[config.mk]
export PLATFORM = sky130hd
export DESIGN_NAME = framebuffer_scanout_flat
export DESIGN_NICKNAME = d
export VERILOG_FILES = /design/src/rtl/framebuffer_scanout_if.sv /design/src/rtl/framebuffer_scanout.sv /design/src/flat_wrapper.sv
export SDC_FILE = /design/constraint.sdc
export NUM_CORES = 1
export LEC_CHECK = 0
export CORE_MARGIN = 3
export CORE_UTILIZATION = 45
export DETAILED_ROUTE_END_ITERATION = 7
export MAX_ROUTING_LAYER = met4
export PLACE_DENSITY = 0.76
export SLEW_MARGIN = 40
export SYNTH_ARGS = -nofsm -noshare
export SYNTH_HDL_FRONTEND = slang
export SYNTH_SLANG_ARGS = --single-unit
[constraint.sdc]
create_clock -name clk -period 3 [get_ports clk]
set_clock_uncertainty 0.15 [all_clocks]
set_input_delay 0.3 -clock clk [delete_from_list [all_inputs] [get_ports clk]]
set_output_delay 0.3 -clock clk [all_outputs]
set_load 0.01 [all_outputs]
[src/rtl/framebuffer_scanout_if.sv]
// Frame-buffer read port plus video outputs of the scanout engine.
// master: scanout engine (issues reads, drives video); slave: memory/display side.
// Read data is expected one cycle after rd_en; there is no backpressure.
interface framebuffer_scanout_if;
  logic [15:0] rd_data;
  logic        rd_en;
  logic [15:0] rd_addr;
  logic        hsync;
  logic        vsync;
  logic        de;
  logic        pixel;

  modport master (
    input  rd_data,
    output rd_en, rd_addr, hsync, vsync, de, pixel
  );

  modport slave (
    output rd_data,
    input  rd_en, rd_addr, hsync, vsync, de, pixel
  );
endinterface

[src/rtl/framebuffer_scanout.sv]
// 1bpp frame-buffer scanout: raster timing, word prefetch and pixel serialisation.
// Latency: video outputs are registered, one cycle behind the h/v counters.
// Backpressure: none; the buffer must return rd_data exactly one cycle after rd_en.
module framebuffer_scanout #(
  parameter int H_VIS  = 800,
  parameter int H_FP   = 40,
  parameter int H_SYNC = 128,
  parameter int H_BP   = 8,
  parameter int V_VIS  = 480,
  parameter int V_FP   = 13,
  parameter int V_SYNC = 3,
  parameter int V_BP   = 32
) (
  input  logic                  clk,
  input  logic                  reset,
  framebuffer_scanout_if.master fb
);

  localparam int H_TOT = H_VIS + H_FP + H_SYNC + H_BP;
  localparam int V_TOT = V_VIS + V_FP + V_SYNC + V_BP;
  localparam int WPL   = H_VIS / 16;

  localparam logic [9:0] H_LAST      = 10'(H_TOT - 1);
  localparam logic [9:0] H_PRE       = 10'(H_TOT - 2);
  localparam logic [9:0] H_VIS_END   = 10'(H_VIS);
  localparam logic [9:0] H_SYNC_ST   = 10'(H_VIS + H_FP);
  localparam logic [9:0] H_SYNC_END  = 10'(H_VIS + H_FP + H_SYNC);
  localparam logic [9:0] H_LINE_LAST = 10'(H_VIS - 18);
  localparam logic [9:0] V_LAST      = 10'(V_TOT - 1);
  localparam logic [9:0] V_VIS_END   = 10'(V_VIS);
  localparam logic [9:0] V_PRE_LIM   = 10'(V_VIS - 1);
  localparam logic [9:0] V_SYNC_ST   = 10'(V_VIS + V_FP);
  localparam logic [9:0] V_SYNC_END  = 10'(V_VIS + V_FP + V_SYNC);
  localparam logic [15:0] PTR_LAST   = 16'(WPL * V_VIS - 1);

  logic [9:0]  h;
  logic [9:0]  v;
  logic [15:0] ptr;
  logic [15:0] last_addr;
  logic [15:0] word_reg;
  logic        primed;
  logic        cap;
  logic        pre_slot;
  logic        line_slot;
  logic        issue;
  logic        vis;
  logic        hs_act;
  logic        vs_act;
  logic        hsync_q;
  logic        vsync_q;
  logic        de_q;
  logic        pixel_q;

  // Raster counters: h wraps every line, v steps on the last h of each line.
  always_ff @(posedge clk or negedge reset) begin
    if (!reset) begin
      h <= '0;
      v <= '0;
    end else if (h == H_LAST) begin
      h <= '0;
      v <= (v == V_LAST) ? 10'd0 : v + 10'd1;
    end else begin
      h <= h + 10'd1;
    end
  end

  // Read slots and region decode. Until the first end-of-frame prefetch the
  // pointer is not aligned to the raster, so every read except that prefetch
  // is held off and the first frame after reset stays black.
  always_comb begin
    pre_slot  = (h == H_PRE) && ((v == V_LAST) || (v < V_PRE_LIM));
    line_slot = (h[3:0] == 4'd14) && (h <= H_LINE_LAST) && (v < V_VIS_END);
    issue     = (pre_slot && (primed || (v == V_LAST))) || (line_slot && primed);
    vis       = (h < H_VIS_END) && (v < V_VIS_END);
    hs_act    = (h >= H_SYNC_ST) && (h < H_SYNC_END);
    vs_act    = (v >= V_SYNC_ST) && (v < V_SYNC_END);
  end

  // Word pointer walks the buffer linearly and wraps after the last word, so
  // the end-of-frame prefetch always finds it back at word 0.
  always_ff @(posedge clk or negedge reset) begin
    if (!reset) begin
      ptr       <= '0;
      last_addr <= '0;
      primed    <= 1'b0;
    end else if (issue) begin
      last_addr <= ptr;
      ptr       <= (ptr == PTR_LAST) ? 16'd0 : ptr + 16'd1;
      if (v == V_LAST) primed <= 1'b1;
    end
  end

  // Capture the returned word one cycle after the strobe; reset drops any
  // capture still in flight.
  always_ff @(posedge clk or negedge reset) begin
    if (!reset) begin
      cap      <= 1'b0;
      word_reg <= '0;
    end else begin
      cap <= issue;
      if (cap) word_reg <= fb.rd_data;
    end
  end

  // Registered video outputs; LSB of each word is the leftmost pixel.
  always_ff @(posedge clk or negedge reset) begin
    if (!reset) begin
      hsync_q <= 1'b1;
      vsync_q <= 1'b1;
      de_q    <= 1'b0;
      pixel_q <= 1'b0;
    end else begin
      hsync_q <= !hs_act;
      vsync_q <= !vs_act;
      de_q    <= vis;
      pixel_q <= vis & word_reg[h[3:0]];
    end
  end

  // Address is presented with the strobe and held at the last read otherwise.
  assign fb.rd_en   = issue;
  assign fb.rd_addr = issue ? ptr : last_addr;
  assign fb.hsync   = hsync_q;
  assign fb.vsync   = vsync_q;
  assign fb.de      = de_q;
  assign fb.pixel   = pixel_q;

endmodule

[src/flat_wrapper.sv]
// flat-port wrapper written by rule: the top's interface ports become plain ports
module framebuffer_scanout_flat 
#(
  parameter int H_VIS  = 800,
  parameter int H_FP   = 40,
  parameter int H_SYNC = 128,
  parameter int H_BP   = 8,
  parameter int V_VIS  = 480,
  parameter int V_FP   = 13,
  parameter int V_SYNC = 3,
  parameter int V_BP   = 32
)
  (clk, reset, fb_rd_data, fb_rd_en, fb_rd_addr, fb_hsync, fb_vsync, fb_de, fb_pixel);
  framebuffer_scanout_if fb_i ();
  input  logic clk;
  input  logic reset;
  input wire logic [$bits(fb_i.rd_data)-1:0] fb_rd_data;
  output wire logic [$bits(fb_i.rd_en)-1:0] fb_rd_en;
  output wire logic [$bits(fb_i.rd_addr)-1:0] fb_rd_addr;
  output wire logic [$bits(fb_i.hsync)-1:0] fb_hsync;
  output wire logic [$bits(fb_i.vsync)-1:0] fb_vsync;
  output wire logic [$bits(fb_i.de)-1:0] fb_de;
  output wire logic [$bits(fb_i.pixel)-1:0] fb_pixel;
  assign fb_i.rd_data = fb_rd_data;
  assign fb_rd_en = fb_i.rd_en;
  assign fb_rd_addr = fb_i.rd_addr;
  assign fb_hsync = fb_i.hsync;
  assign fb_vsync = fb_i.vsync;
  assign fb_de = fb_i.de;
  assign fb_pixel = fb_i.pixel;
  framebuffer_scanout #(.H_VIS(H_VIS), .H_FP(H_FP), .H_SYNC(H_SYNC), .H_BP(H_BP), .V_VIS(V_VIS), .V_FP(V_FP), .V_SYNC(V_SYNC), .V_BP(V_BP)) u_core (.clk(clk), .reset(reset), .fb(fb_i));
endmodule
* Word-level counts from Yosys, hierarchy flattened
Index checks and enable logic that the tools add are counted.
Operators by class: $lt $le $gt $ge 9, eq/ne operators 5, reductions and logical operators 14, add/subtract/negate cells 3, bitwise gates (word level) 1, mux-type cells 6
Operators with widths (number):
- $mux W16 | 2
- $eq A10 B10 Y1 const B | 3
- $lt A10 B9 Y1 const B | 3
- $add A10 B1 Y10 const B | 2
- $lt A10 B10 Y1 const B | 2
- $mux W10 | 2
- $add A16 B1 Y16 const B | 1
- $eq A16 B15 Y1 const B | 1
- $ge A10 B10 Y1 const B | 1
- $ge A10 B9 Y1 const B | 1
- $le A10 B10 Y1 const B | 1
- $logic_and A1 B1 Y1 | 8
- $lt A4 B5 Y1 const B | 1
- $bmux W1 S4 | 1
- $eq A4 B4 Y1 const B | 1
- $logic_or A1 B1 Y1 | 3
- $logic_not A1 Y1 | 2
- $reduce_and A2 Y1 | 1
- $and A1 B1 Y1 | 1
- $mux W1 | 1
Word-level totals: output and inout port bits 21, word-level logic and storage cells 49, input port bits 18, bits in registers 74

* Logic depth before layout (Yosys ltp)
Gate-level depths: netlist of run 1.
depth after elaboration 6, gate-level depth with buffers 10, gate-level depth less buffers 8

* Worst setup path before layout of run 1
OpenSTA, ideal clock, no wires.
kind register to output, start register u_core.v[0], end output fb_rd_addr[10], stages on the path, launching flop included 10, arrival 2.189 ns, buffers on the path 3, path slack 0.361 ns, required time 2.550 ns, path through dfrtp_1 -> ha_1 -> and4b_1 -> and3_1 -> clkbuf_2 -> a32o_1 -> buf_6 -> nor2_8 -> buf_12 -> mux2_4
On the way: longest elaborated chain between the ends 6, elaborated cells on any way between the ends 11, classes of those cells 2 x order compare; 1 x eq/ne; 1 x mux; 7 x reduce/logical
RTL lines:
- start, declared | line framebuffer_scanout.sv:37 | logic [9:0] v;
- start signal, assigned | line framebuffer_scanout.sv:61 | v <= (v == V_LAST) ? 10'd0 : v + 10'd1;
- $lt A10 B9 Y1 / $eq A10 B10 Y1 (equally long branches) | line framebuffer_scanout.sv:71, framebuffer_scanout.sv:73
- $logic_or A1 B1 Y1 | line framebuffer_scanout.sv:71 | pre_slot = (h == H_PRE) && ((v == V_LAST) || (v < V_PRE_LIM));
- $logic_and A1 B1 Y1 | line framebuffer_scanout.sv:71
- $logic_and A1 B1 Y1 | line framebuffer_scanout.sv:73 | issue = (pre_slot && (primed || (v == V_LAST))) || (line_slot && primed);
- $logic_or A1 B1 Y1 * | line framebuffer_scanout.sv:73
- $mux W16 * | line framebuffer_scanout.sv:122 | assign fb.rd_addr = issue ? ptr : last_addr;
- end, declared | line flat_wrapper.sv:19 | output wire logic [$bits(fb_i.rd_addr)-1:0] fb_rd_addr;
Mark *: on every way between the ends. The rest lies on a longest branch, timed or not.

* Worst setup path in the final report of run 1
start register u_core.v[0], end output fb_rd_addr[5]
The elaborated chain is that of the path after synthesis.

==> qor.txt, run 1 <==
placed inst area: 4090 um^2
GRT Util Overall: 17.7%
Synth cell types: 52
Synth Instances: 289
number of synthesis warnings: 0
# clock sinks: 74
first-pass GRT wire length: 12000 um
PwrDens: 415 nW/um^2
M3 GR Usage: 4.14%
post-route minimum period: 2930 ps
Final Util: 58.4%
Final Hold Viols: 0
Hold Crit Class: input pin to asynchronous set/reset pin
Synth Area per Inst: 12.2 um^2
final slew viol count: 0
Critical Path RT: 2550 ps
Final Setup Violations: 0
routability cong.: 0.853
Pleak: 2.12 nW
TritonCTS clock tree: done
Vias/cell: 5.47
synthesized flop and latch total: 74
final worst setup slack: 67.4 ps
Final period util: 97.8%
core area: 7450 um^2
initial DRC count: 170
first drt pass iteration count: 4
die area: 8950 um^2
DR vias: 2485
crit-path max cell delay: 400 ps
post-synthesis sequential area ratio: 52.5%
grt peak-use layer: met2
Critical Path Fanout Max: 5
Worst EP arrival: 2480 ps
nature of the critical path startpoint: flip-flop
htree depth: 3
initial antenna violation count: 0
post-place setup slack: 45.9 ps
status: finished, final reports clean
Num CTS Buffers: 9
met2 Usage GRT: 27.5%
fillers: 623
worst skew pair latency: 350 ps
final instance area: 4350 um^2
worst vdd ir: 0.230 mV
fraction of registers with async set/reset: 100%
Syn Std Cell Area: 3530 um^2
DR WL/cell: 15.2 um
Die Ht: 94.6 um
drt drc: 0
Detail Placement HPWL: 4750 um
Syn-to-layout area delta: 23.2%
main flop type after synthesis: dfrtp_1
Clock Tree Buf Depth: 2
largest net degree at the start of global routing: 36
Buf/Inv on CP: 2
worst-path cell chain: ha_2 > and4b_1 > and3_1 > a32o_2 > nor2_8 > bufbuf_16 > mux2_2 > buf_2
Syn Nets: 313
number of global-route vias before repair: 2440
worst slew pin tran: 617 ps
crit path capture type: output pin
WS Path Type: flip-flop to output pin
Clock Root Buffer: clkbuf_8
final hold slack: 264 ps
total power: 1.81 mW
slowest CP cell: dfrtp_1
RSZ-0062 raised after global routing: yes
initial core utilization: 47.4%
Clk pin slew, worst setup/hold paths: 80 ps
Nets: 375
io pins: 39
max frequency: 341 MHz
Post-synth EDFFs: 0
Overflow after GRT: 0
total routed wirelength: 6910 um
Routed Antenna Nets: 0
Die W: 94.6 um
IO Port Bufs: 38
slew margin rel.: 58.5%
ant diodes: 0
Max-Cap Viols: 0
grt met1 use: 23.0%
row count: 31
Top Family by Delay on Critical Path: simple AND/OR/NAND/NOR gates
fraction of layout cells with a size suffix above 1: 30.4%
## layer usage
layer	vias to the layer above	routed length [um]
li1	1188	-
met1	1236	3130
met2	53	3440
met3	8	273
met4	0	73
met5	-	0
## worst paths after layout
path | to | slack, ps | cells past startpoint | from
setup / recovery | fb_rd_addr[5] | 70 | 8 | u_core.v[0]$_DFFE_PN0P_
hold / removal | u_core.word_reg[14]$_DFFE_PN0P_ | 260 | 2 | reset
setup reg to reg | u_core.ptr[15]$_DFFE_PN0P_ | 540 | 8 | u_core.v[0]$_DFFE_PN0P_
hold reg to reg | u_core.primed$_DFFE_PN0P_ | 310 | 1 | u_core.primed$_DFFE_PN0P_
max in group asynchronous | u_core.fb.vsync$_DFF_PN1_ | 1610 | 3 | reset
min in group clk | u_core.primed$_DFFE_PN0P_ | 310 | 1 | u_core.primed$_DFFE_PN0P_
## area by class of cell
| class | instances | area [um^2] | share of cell area (%) |
|---|---|---|---|
| tap | 99 | 124 | 2.85 |
| clock buffer | 10 | 138 | 3.16 |
| clock inverter | 5 | 55.1 | 1.27 |
| multi-input combinational | 196 | 1610 | 36.9 |
| timing repair buffer | 64 | 553 | 12.7 |
| inverter | 6 | 22.5 | 0.518 |
| sequential | 74 | 1850 | 42.6 |
## through the flow
step	instances	setup TNS [ps]
final	454	0
after global routing	454	-87.9
after CTS	452	0
after detailed placement	430	0
after global placement	430	0
after floorplan	289	0
## cell usage in the layout (no fill, tap or decap), drive strengths merged, types with 2 or more instances in the layout
cell type | netlist | routed
dfstp | 2 | 2
mux2i | 2 | 2
mux4 | 5 | 5
a31o | 2 | 2
a32o | 4 | 4
nor3 | 7 | 7
o21ai | 12 | 12
a21oi | 4 | 4
inv | 6 | 6
nor2 | 15 | 15
clkinv | 0 | 2
o2bb2ai | 6 | 6
xor2 | 5 | 5
and2 | 4 | 4
clkdlybuf4s50 | 0 | 20
o31ai | 2 | 2
buf | 9 | 37
nand2 | 17 | 17
and4 | 3 | 3
and3 | 11 | 11
dfrtp | 72 | 72
nand3 | 8 | 8
a21o | 2 | 2
mux2 | 34 | 34
nand2b | 5 | 5
clkbuf | 4 | 14
xnor2 | 10 | 10
nor4 | 5 | 5
o22ai | 5 | 5
ha | 6 | 6
clkinvlp | 0 | 2
nand4 | 7 | 7
## kinds of logic (layout without fill, tap and decap cells)
| family | after synthesis | after routing | share of synthesized area [%] |
|---|---|---|---|
| mux | 41 | 41 | 15.5 |
| simple gates | 90 | 90 | 14.2 |
| compound gates | 44 | 44 | 8.82 |
| flops | 74 | 74 | 52.5 |
| xor+xnor | 15 | 15 | 3.72 |
| buf+inv | 19 | 85 | 3.12 |
| fa+ha+maj | 6 | 6 | 2.13 |
## power breakdown
part / internal [mW] / switching (mW) / leakage (nW)
Combinational: 0.0211 / 0.0216 / 1.02
Clock: 0.399 / 0.367 / 0.0941
Sequential: 0.997 / 0 / 1.01
Total: 1.42 / 0.389 / 2.12
## repair_timing
action	in CTS	in global routing
pin swaps	2	0
gates cloned	2	0
setup buffers	4	2
endpoints found under the setup margin	17	16
hold buffers	1	0
endpoints found under the hold margin	17	0
resized for setup	54	15
## worst reg2reg max path, stage by stage, from the launching register on
cell	delay (ps)
dfrtp_1	400
ha_2	190
and4b_1	210
and3_1	180
a32o_2	310
buf_4	140
buf_4	180
o21ai_0	220
mux2_2	360
## Yosys cell counts, types with 2 or more instances
master     number  area (um^2)
a21o_1          2         15.0
a21oi_1         4         20.0
a31o_2          2         17.5
a32o_1          4         40.0
and2_1          4         25.0
and3_1         11         68.8
and4_1          3         26.3
buf_2           5         25.0
buf_4           2         15.0
clkbuf_1        3         11.3
dfrtp_1        72         1800
dfstp_2         2         52.6
ha_1            6         75.1
inv_1           5         18.8
mux2_2         26          293
mux2_4          8          120
mux2i_1         2         20.0
mux4_2          5          113
nand2_1        17         63.8
nand2b_1        5         31.3
nand3_1         8         40.0
nand4_1         7         43.8
nor2_1         14         52.6
nor3_1          6         30.0
nor4_1          5         31.3
o21ai_0        12         60.1
o22ai_1         5         31.3
o2bb2ai_1       6         52.6
o31ai_1         2         15.0
xnor2_1        10         87.6
xor2_1          5         43.8
No activity file was read; power rests on OpenSTA's default activity.
==> inputs of run 2 (changes only) <==
==> constraint.sdc (replaced) <==
create_clock -name clk -period 3.75 [get_ports clk]
set_clock_uncertainty 0.15 [all_clocks]
set_input_delay 0.375 -clock clk [delete_from_list [all_inputs] [get_ports clk]]
set_output_delay 0.375 -clock clk [all_outputs]
set_load 0.01 [all_outputs]
==> qor.txt, run 2 (synthesis results as in run 1) <==
status: finished, final reports clean
nature of the critical path startpoint: flip-flop
Clock Tree Buf Depth: 2 (unchanged)
worst slew pin tran: 665 ps (+47.8 ps)
switching share of power: 19.9% (-1.6 points)
TritonCTS clock tree: done
reg-to-reg slack, setup: 1050 ps (+510 ps)
ant diodes: 0 (unchanged)
core area: 7450 um^2 (unchanged)
Hold Crit Class: flip-flop to flip-flop
initial core utilization: 47.4% (unchanged)
Clk pin slew, worst setup/hold paths: 70 ps (about the same)
drt drc: 0 (unchanged)
crit path to: fb_rd_addr[4]
Vias/cell: 5.48 (about the same)
Overflow after GRT: 0 (unchanged)
DR vias: 2404 (-3.3%)
number of global-route vias before repair: 2354 (-3.5%)
Switch Pwr: 0.296 mW (-24%)
final worst setup slack: 245 ps (+177 ps)
Reg2Reg Launch Point: u_core.h[1]$_DFF_PN0_
routability cong.: 0.863 (+1.2%)
worst-path cell chain: ha_1 > and4b_1 > and3_1 > a32o_1 > nor2_8 > buf_12 > mux2_2 > clkdlybuf4s50_1
Clock power frac: 43.9% (+1.5 points)
placed inst area: 4000 um^2 (-2.3%)
R2R depth: 7 (-1)
Critical Path Fanout Max: 13 (+8)
crit path capture type: output pin
logic gate share of total power: 2.3% (about the same)
# clock sinks: 74 (unchanged)
post-cts gate resize count: 0 (-100%)
WS Path Type: flip-flop to output pin
Critical Path RT: 3220 ps (+670 ps)
Pleak: 1.95 nW (-8.1%)
Buf/Inv on CP: 2 (unchanged)
RR Endpoint: u_core.v[8]$_DFFE_PN0P_
Clock Root Buffer: clkbuf_8
stages on the worst setup path: 8 (unchanged)
RSZ-0062 raised after global routing: no
io pins: 39 (unchanged)
slew margin rel.: 55.3% (-3.2 points)
Max-Cap Viols: 0 (unchanged)
Die W: 94.6 um (unchanged)
final slew viol count: 0 (unchanged)
final hold slack: 319 ps (+55.0 ps)
row count: 31 (unchanged)
first drt pass iteration count: 5 (+1)
die area: 8950 um^2 (unchanged)
Syn-to-layout area delta: 20.4%
sequential fraction of design power: 53.8% (-1.4 points)
initial DRC count: 110 (-35%)
Top Family by Delay on Critical Path: buffers and inverters
Num CTS Buffers: 9 (unchanged)
total routed wirelength: 6330 um (-8.3%)
htree depth: 3 (unchanged)
worst skew pair latency: 350 ps (about the same)
IO Port Bufs: 38 (unchanged)
Routed Antenna Nets: 0 (unchanged)
Final Setup Violations: 0 (unchanged)
Worst EP arrival: 2980 ps (+500 ps)
worst vdd ir: 0.288 mV (+25%)
final instance area: 4250 um^2 (-2.3%)
PwrDens: 349 nW/um^2 (-16%)
Detail Placement HPWL: 4380 um (-7.7%)
post-route minimum period: 3510 ps
initial antenna violation count: 0 (unchanged)
Critical path origin: u_core.v[0]$_DFFE_PN0P_
Internal Power: 1.19 mW (-16%)
commonest non-fill, non-tap cell in the layout: dfrtp_1
first-pass GRT wire length: 11100 um (-7.3%)
slowest CP cell: clkdlybuf4s50_1
Final TNS setup: 0 ps (unchanged)
Die Ht: 94.6 um (unchanged)
fillers: 611 (-1.9%)
crit-path max cell delay: 480 ps (+80 ps)
fraction of layout cells with a size suffix above 1: 20.9% (-9.5 points)
DR WL/cell: 14.4 um (-5.2%)
largest net degree at the start of global routing: 40 (+11%)
max frequency: 285 MHz
Final period util: 93.5%
Final Util: 57.1% (-1.3 points)
GRT Util Overall: 16.5% (-1.1 points)
Final Hold Viols: 0 (unchanged)
most frequent cells in the layout: 72 x dfrtp_1, 37 x clkdlybuf4s50_1, 26 x mux2_2
post-place setup slack: 486 ps (+441 ps)
Nets: 359 (-4.3%)
run 2: changes by cell type in the layout (fill, tap and decap cells not counted), moves of 2 or more:
cell	previous run	this run
clkdlybuf4s50_1	20	37
buf_2	13	0
buf_4	21	9
clkbuf_2	4	0
clkbuf_1	0	2
run 2: layout make-up:
class / count / area (um^2) / area share [%]
flip-flops and latches: 74 / 1850 / 43.6
multi-input cells: 196 / 1570 / 37.0
repair buffers: 48 / 468 / 11.0
clock buffers: 11 / 131 / 3.09
well taps: 99 / 124 / 2.91
clock inverters: 5 / 80.1 / 1.88
inverters: 6 / 22.5 / 0.530
run 2: routing by layer:
layer | track usage (%) | vias to the layer above | part of all wire [%]
met5 | - | - | 0
met4 | 4.69 | 0 | 0.66
met3 | 5.02 | 4 | 3.4
met2 | 24.9 | 42 | 48
met1 | 21.8 | 1204 | 48
li1 | - | 1154 | -
run 2: what timing repair did:
item / 4_1_cts / 5_1_grt
endpoints found under the setup margin: 0 / 8
buffers inserted: 0 / 3
hold buffers: 1 / 0
hold endpoints to repair: 36 / 0
run 2: how the worst min path moves through the flow:
| stage | startpoint | endpoint | slack (ps) | depth (start not counted) |
|---|---|---|---|---|
| CTS | u_core.primed$_DFFE_PN0P_ | u_core.primed$_DFFE_PN0P_ | 320 | 1 |
| floorplan | reset | u_core.cap$_DFF_PN0_ | -70 | 0 |
| global route | u_core.primed$_DFFE_PN0P_ | u_core.primed$_DFFE_PN0P_ | 350 | 1 |
| detailed placement | reset | u_core.ptr[2]$_DFFE_PN0P_ | 230 | 1 |
| finish | u_core.primed$_DFFE_PN0P_ | u_core.primed$_DFFE_PN0P_ | 320 | 1 |
| global placement | u_core.primed$_DFFE_PN0P_ | u_core.primed$_DFFE_PN0P_ | 300 | 1 |
run 2: stage by stage:
stage | power [mW] | std cells
after floorplan | 0.813 | 289
after global placement | 0.848 | 419
after detailed placement | 0.848 | 419
after CTS | 1.51 | 436
after global routing | 1.54 | 439
final | 1.48 | 439
run 2: worst register-to-register path: stages (launching register included):
cell     delay, ps
dfrtp_1        540
ha_1           260
nand3_1        240
nor4_2         690
buf_4          280
nand4_1        160
nor2_1         160
xor2_1         150
run 2: power by group through the flow:
stage | registers [mW] | clock network, mW | logic, mW
final | 0.798 | 0.652 | 0.0342
after CTS | 0.798 | 0.673 | 0.0360
after floorplan | 0.813 | 0 | 0.000141
after global routing | 0.797 | 0.705 | 0.0392
after global placement | 0.813 | 0 | 0.0347
after detailed placement | 0.813 | 0 | 0.0353
